===== config.mk =====
export PLATFORM = sky130hd
export DESIGN_NAME = neptuno_joy_scanner
export DESIGN_NICKNAME = d
export VERILOG_FILES = /design/src/rtl/neptuno_joy_scanner.sv
export SDC_FILE = /design/constraint.sdc
export NUM_CORES = 1
export LEC_CHECK = 0
export BUFFER_PORTS_ARGS = -buffer_cell sky130_fd_sc_hd__buf_2
export CORE_ASPECT_RATIO = 0.6
export CORE_MARGIN = 8
export CORE_UTILIZATION = 41
export DETAILED_ROUTE_END_ITERATION = 12
export GPL_ROUTABILITY_DRIVEN = 0
export PLACE_DENSITY = 0.58
export SLEW_MARGIN = 20
export SYNTH_ARGS = -nofsm -noshare
export SYNTH_HDL_FRONTEND = slang
export SYNTH_SLANG_ARGS = --single-unit

===== constraint.sdc =====
create_clock -name clk -period 4.4 [get_ports clk]
set_input_delay 0.66 -clock clk [delete_from_list [all_inputs] [get_ports clk]]
set_output_delay 0.66 -clock clk [all_outputs]
set_load 0.05 [all_outputs]

===== src/rtl/neptuno_joy_scanner.sv =====
// Neptuno serial joystick port sequencer: loads and clocks the board shift register,
// walks the Sega select line through eight phases and publishes latched frames.
module neptuno_joy_scanner #(
  parameter int CLK_DIV       = 16,
  parameter int NBITS         = 16,
  parameter int SETTLE_CYCLES = 64,
  parameter int IDLE_CYCLES   = 100000,
  parameter logic [NBITS-1:0] DET_MASK_A = NBITS'('h000F),
  parameter logic [NBITS-1:0] DET_MASK_B = NBITS'('h0F00)
) (
  input  logic             clk,
  input  logic             reset,
  output logic             JOY_CLK,
  output logic             JOY_LOAD,
  input  logic             JOY_DATA,
  output logic             joyP7_o,
  output logic [NBITS-1:0] frame_hi,
  output logic [NBITS-1:0] frame_lo,
  output logic [NBITS-1:0] frame_ext,
  output logic             six_a,
  output logic             six_b,
  output logic             frame_strobe
);

  localparam int DIV_W    = (CLK_DIV > 1) ? $clog2(CLK_DIV) : 1;
  localparam int SETTLE_W = (SETTLE_CYCLES > 1) ? $clog2(SETTLE_CYCLES) : 1;
  localparam int IDLE_W   = (IDLE_CYCLES > 1) ? $clog2(IDLE_CYCLES) : 1;
  localparam int BIT_W    = (NBITS > 1) ? $clog2(NBITS) : 1;

  localparam logic [DIV_W-1:0]    DIV_LAST    = DIV_W'(CLK_DIV - 1);
  localparam logic [SETTLE_W-1:0] SETTLE_LAST = SETTLE_W'(SETTLE_CYCLES - 1);
  localparam logic [IDLE_W-1:0]   IDLE_LAST   = IDLE_W'(IDLE_CYCLES - 1);
  localparam logic [BIT_W-1:0]    BIT_LAST    = BIT_W'(NBITS - 1);

  typedef enum logic [2:0] {
    ST_SETTLE,
    ST_LOAD,
    ST_SHIFT_LO,
    ST_SHIFT_HI,
    ST_CAPTURE,
    ST_IDLE
  } state_t;

  state_t            state;
  logic [2:0]        phase;
  logic [DIV_W-1:0]  div_cnt;
  logic [SETTLE_W-1:0] settle_cnt;
  logic [IDLE_W-1:0] idle_cnt;
  logic [BIT_W-1:0]  bit_cnt;
  logic [NBITS-1:0]  sr;
  logic [1:0]        data_sync;
  logic              data_s;
  logic              div_last;

  // JOY_DATA comes from the board asynchronously
  always_ff @(posedge clk or posedge reset) begin
    if (reset) begin
      data_sync <= 2'b00;
    end else begin
      data_sync <= {data_sync[0], JOY_DATA};
    end
  end

  assign data_s   = data_sync[1];
  assign div_last = (div_cnt == DIV_LAST);

  always_ff @(posedge clk or posedge reset) begin
    if (reset) begin
      state        <= ST_SETTLE;
      phase        <= 3'd0;
      div_cnt      <= '0;
      settle_cnt   <= '0;
      idle_cnt     <= '0;
      bit_cnt      <= '0;
      sr           <= '1;
      JOY_CLK      <= 1'b0;
      JOY_LOAD     <= 1'b1;
      joyP7_o      <= 1'b1;
      frame_hi     <= '1;
      frame_lo     <= '1;
      frame_ext    <= '1;
      six_a        <= 1'b0;
      six_b        <= 1'b0;
      frame_strobe <= 1'b0;
    end else begin
      frame_strobe <= 1'b0;
      case (state)
        ST_SETTLE: begin
          if (settle_cnt == SETTLE_LAST) begin
            settle_cnt <= '0;
            JOY_LOAD   <= 1'b0;
            state      <= ST_LOAD;
          end else begin
            settle_cnt <= settle_cnt + 1'b1;
          end
        end

        ST_LOAD: begin
          if (div_last) begin
            div_cnt  <= '0;
            JOY_LOAD <= 1'b1;
            bit_cnt  <= '0;
            state    <= ST_SHIFT_LO;
          end else begin
            div_cnt <= div_cnt + 1'b1;
          end
        end

        // Sampling at the end of the low half leaves time for the synchronizer.
        ST_SHIFT_LO: begin
          if (div_last) begin
            div_cnt <= '0;
            sr      <= {sr[NBITS-2:0], data_s};
            if (bit_cnt == BIT_LAST) begin
              state <= ST_CAPTURE;
            end else begin
              JOY_CLK <= 1'b1;
              state   <= ST_SHIFT_HI;
            end
          end else begin
            div_cnt <= div_cnt + 1'b1;
          end
        end

        ST_SHIFT_HI: begin
          if (div_last) begin
            div_cnt <= '0;
            JOY_CLK <= 1'b0;
            bit_cnt <= bit_cnt + 1'b1;
            state   <= ST_SHIFT_LO;
          end else begin
            div_cnt <= div_cnt + 1'b1;
          end
        end

        ST_CAPTURE: begin
          case (phase)
            3'd0: frame_hi <= sr;
            3'd1: frame_lo <= sr;
            3'd5: begin
              six_a <= ((sr & DET_MASK_A) == '0);
              six_b <= ((sr & DET_MASK_B) == '0);
            end
            3'd6: frame_ext <= sr;
            default: ;
          endcase
          if (phase == 3'd7) begin
            phase        <= 3'd0;
            frame_strobe <= 1'b1;
            joyP7_o      <= 1'b1;
            state        <= ST_IDLE;
          end else begin
            phase   <= phase + 3'd1;
            // next phase's select is ~(phase+1)[0], which equals phase[0]
            joyP7_o <= phase[0];
            state   <= ST_SETTLE;
          end
        end

        ST_IDLE: begin
          if (idle_cnt == IDLE_LAST) begin
            idle_cnt <= '0;
            joyP7_o  <= 1'b1;
            state    <= ST_SETTLE;
          end else begin
            idle_cnt <= idle_cnt + 1'b1;
          end
        end

        default: state <= ST_SETTLE;
      endcase
    end
  end

endmodule


Yosys cells after proc, flatten, opt, wreduce, memory -nomap -nowiden

Cells that the tools add are included.

Register bits after elaboration: 109
Input bits: 3
Output and inout port bits: 54

Add/subtract/negate cells: 5
Eq/ne operators: 20
Mux-type cells: 26
Reductions and logical operators: 20

Operators by type and width:

| cell                  | count |
|---|---|
| $logic_not 16->1      | 2 |
| $mux 3                | 7 |
| $add 17x1->17 const B | 1 |
| $eq 17x17->1 const B  | 1 |
| $mux 17               | 1 |
| $eq 3x3->1 const B    | 5 |
| $pmux 3 s5            | 1 |
| $mux 4                | 3 |
| $ne 2x2->1 const B    | 6 |
| $reduce_and 2->1      | 6 |
| $mux 1                | 9 |
| $add 4x1->4 const B   | 2 |
| $eq 4x4->1 const B    | 2 |
| $pmux 4 s2            | 1 |
| $reduce_and 4->1      | 2 |
| $reduce_bool 2->1     | 4 |
| $add 6x1->6 const B   | 1 |
| $eq 3x1->1 const B    | 2 |
| $eq 3x2->1 const B    | 2 |
| $eq 6x6->1 const B    | 1 |
| $logic_not 3->1       | 2 |
| $mux 6                | 1 |
| $pmux 1 s2            | 3 |
| $reduce_and 3->1      | 2 |
| 4 further kinds       | 4 |

Logic depth before layout (Yosys ltp)

Gate-level depths: netlist of run 1.

Word-level depth: 4
Depth in mapped cells: 8

Least setup slack after synthesis of run 1

OpenSTA, ideal clock, no wires.

Path type: register to register
Start point: register div_cnt[0]
End point: register sr[0]
Setup time: 0.082 ns
Arrival time: 1.754 ns
Path slack: 2.563 ns
Cell stages (with the launch flop): 7
Cell sequence: dfrtp_1 ha_1 and3_1 buf_2 nand3_1 buf_2 mux2_2

Longest elaborated chain between the ends: 2

RTL lines:

| item                              | RTL line | text |
|---|---|---|
| from (decl)                       | 46       | `logic [DIV_W-1:0] div_cnt;` |
| from (signal assigned)            | 105      | `div_cnt <= div_cnt + 1'b1;` |
| from (signal assigned)            | 121      | `div_cnt <= div_cnt + 1'b1;` |
| from (signal assigned)            | 132      | `div_cnt <= div_cnt + 1'b1;` |
| $eq 4x4->1                        | 65       | `assign div_last = (div_cnt == DIV_LAST);` |
| $reduce_and 2->1 (no source line) | -        |  |
| to (signal assigned)              | 113      | `sr <= {sr[NBITS-2:0], data_s};` |
| to (decl)                         | 50       | `logic [NBITS-1:0] sr;` |

Every way passes these cells.
A chain may end at the register's enable or synchronous reset.

Worst setup path after layout of run 1

Start point: register state[1]
End point: register frame_hi[9]

Longest elaborated chain between the ends: 2

RTL lines:

| item                              | RTL line | text |
|---|---|---|
| from (decl)                       | 44       | `state_t state;` |
| from (signal assigned)            | 69       | `state <= ST_SETTLE;` |
| from (signal assigned)            | 92       | `state <= ST_LOAD;` |
| from (signal assigned)            | 103      | `state <= ST_SHIFT_LO;` |
| $eq 3x3->1                        | 87       | `case (state)` |
| $reduce_and 2->1 (no source line) | -        |  |
| to (signal assigned)              | 138      | `3'd0: frame_hi <= sr;` |
| to (decl)                         | 17       | `output logic [NBITS-1:0] frame_hi,` |

Every way passes these cells.

==> results of run 1 <==
-- flip-flops by register name, summed over array words and instances (netlist names) --
signal	cells
phase	3
JOY_CLK	1
sr	16
div_cnt	4
JOY_LOAD	1
frame_strobe	1
six_a	1
data_sync	2
frame_lo	16
joyP7_o	1
frame_ext	16
state	3
six_b	1
idle_cnt	17
frame_hi	16
settle_cnt	6
bit_cnt	4
-- critical path, stage by stage (launching register included) --
cell      delay (ns)
dfrtp_1         0.57
nor2_1          0.25
and2_1          0.29
nand3b_1        0.73
mux2_2          0.56
-- area by class of cell --
cell class | count | area [um2]
fill | 985 | 5806
sequential | 109 | 2810
multi-input combinational | 223 | 1802
timing repair buffer | 58 | 295.3
clock buffer | 10 | 229.0
tap | 144 | 180.2
clock inverter | 6 | 70.07
inverter | 7 | 31.28
-- routing by layer --
metal | track usage | vias up | part of all wire
li1 | - | 1378 | -
met5 | 0 | - | 0
met1 | 0.1858 | 1439 | 0.53
met4 | 0.03895 | 0 | 0.012
met3 | 0.04500 | 11 | 0.048
met2 | 0.1705 | 43 | 0.41
-- power by group through the flow --
| stage | Combinational (mW) | Clock, mW | Sequential [mW] |
|---|---|---|---|
| 2_1_floorplan | 0.0140 | 0 | 1.02 |
| 3_3_place_gp | 0.0217 | 0 | 1.02 |
| 3_5_place_dp | 0.0219 | 0 | 1.02 |
| 4_1_cts | 0.0219 | 0.840 | 1.01 |
| 5_1_grt | 0.0247 | 0.877 | 1.01 |
| 6_report | 0.0203 | 0.807 | 1.01 |
-- worst max-delay path by stage --
stage	end	slack, ns	cells after the start
after floorplan	JOY_CLK	0.98	1
after global placement	frame_hi[13]	1.97	4
after detailed placement	frame_hi[15]	1.93	4
after CTS	frame_hi[15]	1.89	4
after global routing	frame_hi[15]	1.76	4
final	frame_hi[9]	1.92	4
-- cells by family (layout without fill, tap and decap cells) --
group,Yosys count,after routing,synth area share
simple gates,98,98,0.1201
buf+inv,18,81,0.01812
fa+ha+maj,9,9,0.02397
xor+xnor,17,17,0.03170
flops,109,109,0.5983
compound gates,28,28,0.03836
mux,71,71,0.1694
-- cells in the final DEF (no fill, tap or decap), types with 3 or more instances in the layout --
cell type,instances
o21ai_0,10
nand2_1,22
mux2_2,68
nor3_1,4
o21a_1,3
a21oi_1,5
dfrtp_1,43
xnor2_1,10
and3_1,7
buf_2,56
xor2_1,7
nor4_1,8
nand4_1,6
inv_1,6
inv_6,3
dfstp_2,66
clkbuf_16,9
and2_1,3
ha_1,9
mux2i_1,3
nand3_1,15
nor2_1,12
-- through the flow --
| step | cell area [um2] | utilization | worst slack, ns |
|---|---|---|---|
| 2_1_floorplan | 4697 | - | 0.9753 |
| 3_3_place_gp | 5116 | 0.4559 | 1.975 |
| 3_5_place_dp | 5116 | 0.4559 | 1.929 |
| 4_1_cts | 5415 | 0.4825 | 1.892 |
| 5_1_grt | 5418 | 0.4827 | 1.760 |
| 6_report | 5418 | 0.4827 | 1.925 |
==> results.env, run 1 <==
SYNTH_EDF_COUNT=0
INITIAL_UTILIZATION=0.4185
LAYOUT.CELLS.NON_FILLER=557
PLACEMENTROWS=30
OUTCOME='finished clean'
DETAILED_PLACEMENT_WIRELENGTH_ESTIMATE_MM=6.385
CRIT_PATH_MAX_FANOUT=18
TRACK_USAGE=0.1274
MAXSLEWHEADROOM=0.3260
SYNTHESIZED_NETLIST_NET_COUNT=362
IO-PIN-COUNT=57
YS_SEQ_AREA_FRAC=0.5983
MAX_FREQ_MHz=404.0
SYNTH.TOP_CELLS.BY_COUNT='mux2_2, dfstp_2, dfrtp_1'
CRITPATHREQUIREDTIME_NS=4.67
SYNTH_WARN=0
FINAL_SETUP_VIOLATION_COUNT=0
POWER_mW=1.833
FINALCLOCKSKEW_NS=0.008025
RSZ_0062_RAISED_AFTER_GLOBAL_ROUTING='false'
POST_DR_VIAS_CELL=5.154
HOLDPATHSTAGES=0
P_SW_uW=379.3
GRT_PASS1_VIAS=2927
CTS_TREE='yes'
AREA_GROWTH_PCT=15.34
DIE_WIDTH_UM=154.2
CRITICALPATHCATEGORY='register to register'
SETUP.REG_TO_REG.WORST_SLACK_NS=1.92
NUMBER_OF_SETUP_BUFFERS_ADDED_AFTER_CTS=0
CTS.SINK_COUNT=109
WORSTHOLDPATHTYPE='register to register'
POWER_PER_CELL_AREA_mW_PER_MM2=338.4
YS.FLOP_TYPE='dfstp_2'
IRDROPWORSTVDD_uV=185.9
GRT_OVERFLOW_TOTAL=0
DRT_ITER0_MARKERS=132
SYNTH_SEQ_CELLS=109
CTS.HOLD.BUFFERS_ADDED=0
CELL_INTERNAL_POWER_DISSIPATION_mW=1.454
GRT_MAX_DEGREE=83
ANTENNA_CELLS=0
GRT_PASS1_WL_MM=15.46
SYNTH_AREA_MM2=0.004697
STARTPOINT='state[1]'
NNETSFINAL=420
YOSYS.CELL_COUNT.TOP_TYPE='mux2_2'
SYNTH_CELL_TYPES=46
CRITICAL_R2R_CAPTURE='frame_hi[9]'
CLOCK_LATENCY_NS=0.35
SETUP-TNS-FINAL_NS=0
DR.PASS1.ITERS=4
FINALCRITPERIODSHARE=0.5625
DESIGN.CORE.AREA_MM2=0.01122
CTS_MAX_LEVEL=3
SYN_INST=350
FLOORPLAN.DIE.HEIGHT_UM=98.91
NUMCTSBUFFERS=9
PERIOD_MINUS_SLACK_NS=2.475
WORST_R2R_STARTPOINT='state[1]'
HOLD_VIOLATIONS_FINAL=0
POST_SYNTH.CELL_AREA_AVG_UM2=13.42
POWER_FRAC_CLOCK=0.440
PATH_CLK_SLEW_NS=0.07
SYNTH_LARGEST_AREA_CELL='dfstp_2'
PROPORTION_OF_NETLIST_AREA_HELD_BY_THE_LARGEST_AREA_CONTRIBUTOR=0.3692
HOLDCRITSTARTPOINT='data_sync[0]'
ASYNC_RESET_FF_FRAC=1.000
FIN_MAX_SLEW_VIOS=0
WORST-SLEW-PIN-TRANSITION_NS=1.008
HOLD-WORST-SLACK_NS=0.3607
SWITCHING_POWER_SHARE_OF_THE_TOTAL=0.2069
NUMPLACEDINSTANCES=541
RR_WORST_DEPTH=4
PORT_BUFFERS=56
MAX_CAP_VIOLATIONS=0
CP-START-KIND='register'
MAX-CLOCK-PATH-BUFFERS=2
ROOT_BUFFER='clkbuf_16'
DRT_DRC_VIOLATIONS_LEFT=0
WL_PER_CELL_UM=16.57
SYNTH_AREA_LEADERS='dfstp_2, dfrtp_1, mux2_2'
COMBPWRFRAC=0.011
HOLD_PATH_END='data_sync[1]'
CRITPATHCAPTURETYPE='register'
POWER.SHARE.SEQUENTIAL=0.549
CRITPATHARRIVALTIME_NS=2.74
ANTENNA_FOUND_INITIAL=0
FLOORPLAN.DIE_AREA_MM2=0.01525
DRT-TOTAL-WL_MM=9.231
CTSRESIZECOUNT=0
POWER.LEAKAGE_nW=2.539
ROUTED-VIA-COUNT=2871
LAYOUT_CELLS_SIZED_ABOVE_1=0.5230
DRTANTENNAVIOLNETS=0
No activity file was read; power rests on OpenSTA's default activity.
==> run 2: changes to the inputs <==
--- a/config.mk
+++ b/config.mk
@@ -5,6 +5,7 @@
 export SDC_FILE = /design/constraint.sdc
 export NUM_CORES = 1
 export LEC_CHECK = 0
+export ABC_AREA = 1
 export BUFFER_PORTS_ARGS = -buffer_cell sky130_fd_sc_hd__buf_2
 export CORE_ASPECT_RATIO = 0.6
 export CORE_MARGIN = 8
==> constraint.sdc (replaced) <==
create_clock -name clk -period 2.3 [get_ports clk]
set_input_delay 0.345 -clock clk [delete_from_list [all_inputs] [get_ports clk]]
set_output_delay 0.345 -clock clk [all_outputs]
set_load 0.05 [all_outputs]
==> results.env, run 2 <==
PATH_DELAY_FAMILY='simple AND/OR/NAND/NOR gates'
HOLD-WORST-SLACK_NS=0.09985
SYNTH_AREA_MM2=0.004796
ROUTED-VIA-COUNT=3435
CTS_TREE='yes'
SYNTH_CELL_TYPES=40
PROPORTION_OF_NETLIST_AREA_HELD_BY_THE_LARGEST_AREA_CONTRIBUTOR=0.3616
GRT_MAX_DEGREE=34
GRT_OVERFLOW_TOTAL=0
SYNTH_AREA_LEADERS='dfstp_2, dfrtp_1, nand2_1'
POWER_mW=3.494
DRT-TOTAL-WL_MM=10.13
PATH_CLK_SLEW_NS=0.08
FF_LATCH_AREA_MM2=0.002810
FINALCLOCKSKEW_NS=0.01042
FLOORPLAN.DIE_AREA_MM2=0.01553
CTS.HOLD.BUFFERS_ADDED=0
POST-PLACE-WS_NS=0.6761
ANTENNA_FOUND_INITIAL=0
POST_DR_VIAS_CELL=4.771
SYNTH_SEQ_CELLS=109
GRT_PASS1_VIAS=3341
WORSTHOLDPATHTYPE='input port to register'
POWER.LEAKAGE_nW=2.381
FINAL_SETUP_VIOLATION_COUNT=0
CLOCK_LATENCY_NS=0.35
MAX_FREQ_MHz=611.8
SYNTH_LARGEST_AREA_CELL='dfstp_2'
FIN_MAX_SLEW_VIOS=0
ROOT_BUFFER='clkbuf_16'
DRT_ITER0_MARKERS=215
FINALCRITPERIODSHARE=0.7107
GRT_PASS1_WL_MM=17.33
CTSRESIZECOUNT=0
SETUP-TNS-FINAL_NS=0
MAX_FLOP_REGISTER='idle_cnt'
POST_SYNTH.CELL_AREA_AVG_UM2=9.669
LAYOUT.CELLS.MOST_COMMON='nand2_1'
WORST-SLEW-PIN-TRANSITION_NS=0.7368
MAX_CAP_VIOLATIONS=0
SLOWEST_STAGE='dfrtp_1'
INITIAL_UTILIZATION=0.4231
CPPEAKSTAGEDELAY_NS=0.49
MAX-CLOCK-PATH-BUFFERS=2
IRDROPWORSTVDD_uV=311.4
DRT_DRC_VIOLATIONS_LEFT=0
DRTANTENNAVIOLNETS=0
PERIOD_MINUS_SLACK_NS=1.635
PLACEMENTROWS=30
NUMCTSBUFFERS=9
CP-START-KIND='register'
MULTI_INPUT_COMB_AREA_MM2=0.001688
NNETSFINAL=567
SYN_INST=496
DESIGN.CORE.AREA_MM2=0.01134
SYNTH_EDF_COUNT=0
AREA_GROWTH_PCT=15.11
MAXSLEWHEADROOM=0.5078
IO-PIN-COUNT=57
CRITPATHCAPTURETYPE='register'
CRITICALPATHCATEGORY='register to register'
LAYOUT_CELLS_SIZED_ABOVE_1=0.2964
DETAILED_PLACEMENT_WIRELENGTH_ESTIMATE_MM=7.504
PATH_CELLS='nor2_4 > nand2_4 > inv_4 > nand3_4 > o21ai_1'
TIMING.FINAL.WS_SETUP_NS=0.6654
RSZ_0062_RAISED_AFTER_GLOBAL_ROUTING='false'
YOSYS.CELL_COUNT.TOP_TYPE='nand2_1'
YS.FLOP_TYPE='dfstp_2'
POWER_PER_CELL_AREA_mW_PER_MM2=632.9
MOST-COMMON-LAYOUT-CELLS='nand2_1, dfstp_2, buf_2'
HOLD_VIOLATIONS_FINAL=0
YS_SEQ_AREA_FRAC=0.5860
CTS_MAX_LEVEL=3
SYNTH.TOP_CELLS.BY_COUNT='nand2_1, dfstp_2, o21ai_1'
FLOORPLAN.DIE.HEIGHT_UM=99.78
DR.PASS1.ITERS=6
TRACK_USAGE=0.1378
NUMBER_OF_SETUP_BUFFERS_ADDED_AFTER_CTS=0
WORSTPATHBUFFERINVERTERCOUNT=1
CRIT_PATH_MAX_FANOUT=32
CRITPATHARRIVALTIME_NS=1.89
WL_PER_CELL_UM=14.07
CTS.SINK_COUNT=109
SETUP.REG_TO_REG.WORST_SLACK_NS=0.67
DIE_WIDTH_UM=155.6
FILL_CELLS=1091
CRITPATHREQUIREDTIME_NS=2.56
ANTENNA_CELLS=0
PORT_BUFFERS=56
OUTCOME='finished clean'
LARGEST_REGISTER_FFS=17
SYNTH_WARN=0
SYNTHESIZED_NETLIST_NET_COUNT=508
ASYNC_RESET_FF_FRAC=1.000
[run 2: cell count changes after synthesis, moves of 4 or more]
cell,before,now
inv_1,7,44
nand2_1,22,122
nor4_1,8,3
o21ai_0,10,21
o21ai_1,0,51
buf_6,1,7
nand3_4,0,4
and3_1,7,0
mux2_2,68,2
nor2_1,12,46
nand3_1,15,20
buf_2,8,2
xnor2_1,10,4
[run 2: area by class of cell]
class / count / area share
inverters: 48 / 0.03377
repair buffers: 61 / 0.06210
clock inverters: 6 / 0.009746
clock buffers: 10 / 0.04329
flip-flops and latches: 109 / 0.5091
multi-input cells: 326 / 0.3058
well taps: 160 / 0.03626
[run 2: layer usage]
layer | wire length, um | vias to the layer above | global-route usage
li1 | - | 1713 | -
met1 | 5370 | 1657 | 0.2020
met2 | 4245 | 63 | 0.1942
met3 | 471 | 2 | 0.03904
met4 | 40 | 0 | 0.03561
met5 | 0 | - | 0
[run 2: final timing paths]
check	startpoint	end	depth (start not counted)
setup / recovery	state[0]	frame_hi[2]	5
max in group asynchronous	reset	frame_hi[2]	3
hold / removal	JOY_DATA	data_sync[0]	1
hold reg to reg	data_sync[0]	data_sync[1]	0
min in group asynchronous	reset	idle_cnt[7]	2
setup reg to reg	state[0]	frame_hi[2]	5
[run 2: logic make-up after synthesis]
| logic type | Yosys count | share of synthesized area |
|---|---|---|
| and+or+nand+nor | 218 | 0.2079 |
| AOI/OAI and AO/OA | 85 | 0.09392 |
| buffers and inverters | 61 | 0.06209 |
| xor gates and xnor gates | 12 | 0.02191 |
| adders and majority gates | 9 | 0.02348 |
| DFF | 109 | 0.5860 |
| muxes | 2 | 0.004696 |
[run 2: metrics by stage]
step / area [um2] / util / cells
final: 5520 / 0.4870 / 720
after global routing: 5520 / 0.4870 / 720
after CTS: 5520 / 0.4870 / 720
after detailed placement: 5228 / 0.4611 / 704
after global placement: 5228 / 0.4611 / 704
after floorplan: 4800 / - / 496
[run 2: power breakdown]
part / leakage, nW / switching, mW / internal (mW) / total (mW)
logic: 0.977 / 0.0383 / 0.0106 / 0.0489
clock network: 0.142 / 0.737 / 0.785 / 1.52
registers: 1.26 / 0.000367 / 1.92 / 1.92
total: 2.38 / 0.775 / 2.72 / 3.49
